**src/rtl/sum_accumulator.sv**
```systemverilog
// ---------------------------------------------------------------------------
// sum_accumulator
//   Adds a programmable number of valid adder results into a wider unsigned
//   accumulator. The total is presented on a valid/ready handshake, along
//   with a sticky flag that records any carry out of the accumulator.
//
//   state   | meaning
//   --------+------------------------------------------------------------
//   S_IDLE  | waiting for start; acc/overflow keep the last run's values
//   S_ACCUM | adding valid samples until count reaches target
//   S_HOLD  | total presented (acc_valid=1) until acc_ready
//
// Ports
//   clk          clock, all state on rising edge
//   rstn         asynchronous active-low reset
//   start        begin a run (accepted only in IDLE)
//   num_samples  samples per run, sampled with start (0 = ignored)
//   in_valid     sum is a valid sample this cycle
//   sum          adder result, unsigned
//   busy         state != IDLE
//   acc_valid    acc holds a completed total
//   acc_ready    consumer accepts acc
//   acc          accumulated total, mod 2**ACC_WIDTH
//   overflow     sticky carry out of acc during the run
// ---------------------------------------------------------------------------
module sum_accumulator #(
  parameter int WIDTH     = 8,
  parameter int ACC_WIDTH = 16,
  parameter int CNT_WIDTH = 4
) (
  input  logic                 clk,
  input  logic                 rstn,
  input  logic                 start,
  input  logic [CNT_WIDTH-1:0] num_samples,
  input  logic                 in_valid,
  input  logic [WIDTH-1:0]     sum,
  output logic                 busy,
  output logic                 acc_valid,
  input  logic                 acc_ready,
  output logic [ACC_WIDTH-1:0] acc,
  output logic                 overflow
);

  typedef enum logic [1:0] {
    S_IDLE  = 2'd0,
    S_ACCUM = 2'd1,
    S_HOLD  = 2'd2
  } state_t;

  state_t               r_state;
  state_t               w_next;
  logic [ACC_WIDTH-1:0] r_acc;
  logic                 r_ovf;
  logic [CNT_WIDTH-1:0] r_target;
  logic [CNT_WIDTH-1:0] r_count;

  logic                 w_start_ok;
  logic                 w_take;
  logic                 w_last;
  logic [CNT_WIDTH-1:0] w_count_inc;
  logic [ACC_WIDTH:0]   w_add;

  assign w_start_ok  = (r_state == S_IDLE) && start && (num_samples != '0);
  assign w_take      = (r_state == S_ACCUM) && in_valid;
  assign w_count_inc = r_count + 1'b1;
  // count never exceeds target-1 before the increment, so no wrap here
  assign w_last      = w_take && (w_count_inc == r_target);
  // one extra bit captures the carry out of the accumulator
  assign w_add       = {1'b0, r_acc} + (ACC_WIDTH+1)'(sum);

  always_ff @(posedge clk or negedge rstn) begin
    if (!rstn) begin
      r_state <= S_IDLE;
    end else begin
      r_state <= w_next;
    end
  end

  always_comb begin
    w_next = r_state;
    case (r_state)
      S_IDLE:  if (w_start_ok) w_next = S_ACCUM;
      S_ACCUM: if (w_last)     w_next = S_HOLD;
      S_HOLD:  if (acc_ready)  w_next = S_IDLE;
      default:                 w_next = S_IDLE;
    endcase
  end

  always_ff @(posedge clk or negedge rstn) begin
    if (!rstn) begin
      r_acc    <= '0;
      r_ovf    <= 1'b0;
      r_target <= '0;
      r_count  <= '0;
    end else if (w_start_ok) begin
      r_acc    <= '0;
      r_ovf    <= 1'b0;
      r_target <= num_samples;
      r_count  <= '0;
    end else if (w_take) begin
      r_acc    <= w_add[ACC_WIDTH-1:0];
      r_ovf    <= r_ovf | w_add[ACC_WIDTH];
      r_count  <= w_count_inc;
    end
  end

  assign busy      = (r_state != S_IDLE);
  assign acc_valid = (r_state == S_HOLD);
  assign acc       = r_acc;
  assign overflow  = r_ovf;

endmodule

```
**config.mk**
```make
export PLATFORM = sky130hd
export DESIGN_NAME = sum_accumulator
export DESIGN_NICKNAME = d
export VERILOG_FILES = /design/src/rtl/sum_accumulator.sv
export SDC_FILE = /design/constraint.sdc
export NUM_CORES = 1
export LEC_CHECK = 0
export CAP_MARGIN = 20
export CORE_UTILIZATION = 50
export CTS_CLUSTER_DIAMETER = 100
export DETAILED_ROUTE_END_ITERATION = 12
export HOLD_SLACK_MARGIN = 0.02
export PLACE_DENSITY = 0.8
export SYNTH_ARGS = -nofsm -noshare
export SYNTH_HDL_FRONTEND = slang
export SYNTH_SLANG_ARGS = --single-unit
```
**constraint.sdc**
```tcl
create_clock -name clk -period 2.1 [get_ports clk]
set_input_delay 0.21 -clock clk [delete_from_list [all_inputs] [get_ports clk]]
set_output_delay 0.21 -clock clk [all_outputs]
set_load 0.005 [all_outputs]
```
==> impl_metrics.yaml, run 1 <==
yosys:
  syn_inst: 158
  synth_top_family_by_area: "compound AO/OA/AOI/OAI gates"
  yosysUniqueCellTypes: 39
  ys_seq_area_share_pct: 42.42
  synthAdderAreaFrac_pct: 8.327
  synth.most_common_cell: "dfrtp_1"
  synth.net_count: 185
  synth_top_flop_cell: "dfrtp_1"
  synthXorXnorAreaFrac_pct: 6.599
  synth_area_leaders: "dfrtp_1 42%, ha_1 7.1%, o21ai_0 4.4%, xor2_1 4.4%, nand2_1 4.0%"
  synth-edff-count: 0
  synthTopCellsByCount: "27 x dfrtp_1, 17 x nand2_1, 14 x o21ai_0"
  yosys_warnings: 0
  async_flop_share_pct: 100.0
  ys_ff_latch: 27
  yosys.area_share.simple_pct: 16.73
  synth_top_area_cell: "dfrtp_1"
  syn_area_mm2: 0.001593
  synth.top_cell.area_share_pct: 42.42
  synth_area_per_cell_um2: 10.08
  synth-compound-area-share_pct: 17.52
  synth_mux_area_share_pct: 5.342
detailed_routing:
  remaining_drc_errors: 0
  vias_per_cell: 5.602
  wl_per_cell_um: 14.91
  vias: 1378
  antenna_left: 0
  drt_iter0_drc: 60
  wl_um: 3669
  dr.pass1.iters: 4
power:
  p_per_area_mw_per_mm2: 1199
  total_leakage_power_nw: 0.8685
  power.total_mw: 2.491
  peakVddDrop_uv: 625.3
sta:
  fin_crit_ps: 2021
  finalSetupViolCount: 0
  max_freq_mhz: 494.8
  whs_ps: 221.9
  slew_viol_final: 0
  maxSlewHeadroom_pct: 73.57
  tightest_slew_ps: 395.0
  finalCritPeriodShare_pct: 96.24
  final-hold-violation-count: 0
  skew_ps: 2.807
  layout_setup_ws_ps: 78.95
  rsz0062_at_grt: "false"
critical_path:
  critical_path.max_fanout: 4
  critPathCaptureType: "flop"
  worst-setup-path-type: "reg -> reg"
  crit_arrival_ps: 2300
  r2r-start: "acc[0]$_DFFE_PN0P_"
  crit_path_start_kind: "flop"
  crit_required_ps: 2380
  critPathLaunch: "acc[0]$_DFFE_PN0P_"
worst_hold_path:
  hold_path.class: "in -> async"
floorplan:
  coreArea_mm2: 0.003028
  dieArea_mm2: 0.003415
  start_util_pct: 52.60
  fp.dieH_um: 58.44
  die_width_um: 58.44
  ios: 36
  row_count: 20
global_route:
  grt_pass1_wl_um: 5851
  grt_pass1_vias: 1328
  antenna_found_initial: 0
  grt_overflow_total: 0
  grt_use_met1_pct: 25.85
  use_met2_pct: 41.87
  met3_usage_pct: 3.956
  grt_use_total_pct: 22.64
  busiest_layer: "met2"
  grt_max_degree: 28
clock_tree:
  cts_buffers: 3
  clockBufferDepth: 2
  cts_hold_buf: 0
  cts_tree: "built"
  htreeDepth: 1
  clk_latency_ps: 340
  cts_sinks: 27
  clk_pin_slew_ps: 160
  root_buffer: "clkbuf_4"
layout:
  nNetsFinal: 230
  fillCellCount: 260
  antennaDiodeCount: 0
  drive_gt1_share_pct: 12.38
  area_growth_pct: 30.40
placed_design:
  dp_hpwl_um: 2752
  port_buffers: 35
  pre_cts_ws_ps: -365.5
  gp_congestion: 0.8609
outcome:
  status: "completed"
flow_run:
  drv_cap: 0
registers in the layout, indices dropped and copies added, names as in the netlist:
name,flops
r_count,4
r_state,2
r_target,4
acc,16
overflow,1
kinds of logic after synthesis:
group | after synthesis
mux | 8
flops | 27
simple gates | 50
xor+xnor | 12
fa+ha+maj | 10
buf+inv | 9
compound gates | 42
layer usage:
layer  part of all wire, %  up-vias
met5                     0        -
met4                   1.0        0
met3                   3.1        6
met2                    53       35
met1                    42      678
li1                      -      659
layout make-up:
class                   count  area, um2  share of cell area, %
multi-input cells         122      883.3                  42.53
flip-flops and latches     27      675.6                  32.53
repair buffers             43      410.4                  19.76
well taps                  44      55.05                  2.651
clock buffers               3      22.52                  1.084
inverters                   6      22.52                  1.084
clock inverters             1      7.507                 0.3614
worst paths after layout:
kind / slack, ps / cells after the start / end
min: 220 / 2 / acc[6]$_DFFE_PN0P_
max: 80 / 8 / acc[12]$_DFFE_PN0P_
min reg2reg: 520 / 1 / acc[13]$_DFFE_PN0P_
max in group asynchronous: 1620 / 2 / acc[12]$_DFFE_PN0P_
max reg2reg: 80 / 8 / acc[12]$_DFFE_PN0P_
min in group clk: 420 / 2 / r_state[1]$_DFFE_PN0P_
layout by cell type (no fill, tap or decap), types with 2 or more instances in the layout:
cell type         n
nor2b_1           3
a32o_1            2
nand3_1           8
ha_1              9
mux2i_1           4
a21oi_1           7
a22o_1            2
clkbuf_4          3
o21ai_0          14
mux2_2            4
a21oi_2           2
o211ai_1          5
nor3_1            5
buf_4             8
clkdlybuf4s50_1  35
inv_1             6
nand2b_1          3
xor2_1            8
dfrtp_1          27
xnor2_1           4
nand3b_1          2
o31ai_1           2
nand2_1          17
nor2_1            4
power breakdown:
part           switching, mW  internal, mW
clock network          0.176        0.0732
registers              0.174         0.704
logic                  0.658         0.706
total                   1.01          1.48
stage by stage:
| stage | utilization (%) | setup TNS, ps | std cells | instance area (um2) |
|---|---|---|---|---|
| global placement | 66.86 | -925.9 | 241 | 2024 |
| floorplan | - | 0 | 158 | 1593 |
| global route | 68.60 | 0 | 246 | 2077 |
| detailed placement | 66.86 | -1466 | 241 | 2024 |
| CTS | 68.10 | 0 | 245 | 2062 |
| finish | 68.60 | 0 | 246 | 2077 |
worst max-delay path: stages, from the launching register on:
cell,delay (ps)
dfrtp_1,380
ha_1,160
inv_1,60
fa_1,400
nand2b_4,170
a21oi_2,180
o21ai_2,110
or3_1,340
a21boi_1,170
repair_timing:
item | in CTS | in global routing
setup buffers | 0 | 1
endpoints found under the setup margin | 1 | 1
resized for setup | 3 | 1
pin swaps | 0 | 1
Note: power is estimated with default switching activity, not from simulation.
==> run 2, diff against run 1 <==
--- a/config.mk
+++ b/config.mk
@@ -5,12 +5,12 @@
 export SDC_FILE = /design/constraint.sdc
 export NUM_CORES = 1
 export LEC_CHECK = 0
-export CAP_MARGIN = 20
 export CORE_UTILIZATION = 50
 export CTS_CLUSTER_DIAMETER = 100
 export DETAILED_ROUTE_END_ITERATION = 12
 export HOLD_SLACK_MARGIN = 0.02
 export PLACE_DENSITY = 0.8
+export SLEW_MARGIN = 40
 export SYNTH_ARGS = -nofsm -noshare
 export SYNTH_HDL_FRONTEND = slang
 export SYNTH_SLANG_ARGS = --single-unit
==> results of run 2 <==
No change in the layout: final DEF, timing and power equal those of run 1.
==> run 3, diff against run 2 <==
--- a/config.mk
+++ b/config.mk
@@ -10,7 +10,6 @@
 export DETAILED_ROUTE_END_ITERATION = 12
 export HOLD_SLACK_MARGIN = 0.02
 export PLACE_DENSITY = 0.8
-export SLEW_MARGIN = 40
 export SYNTH_ARGS = -nofsm -noshare
 export SYNTH_HDL_FRONTEND = slang
 export SYNTH_SLANG_ARGS = --single-unit
==> results of run 3 <==
No change in the layout: final DEF, timing and power equal those of run 1.
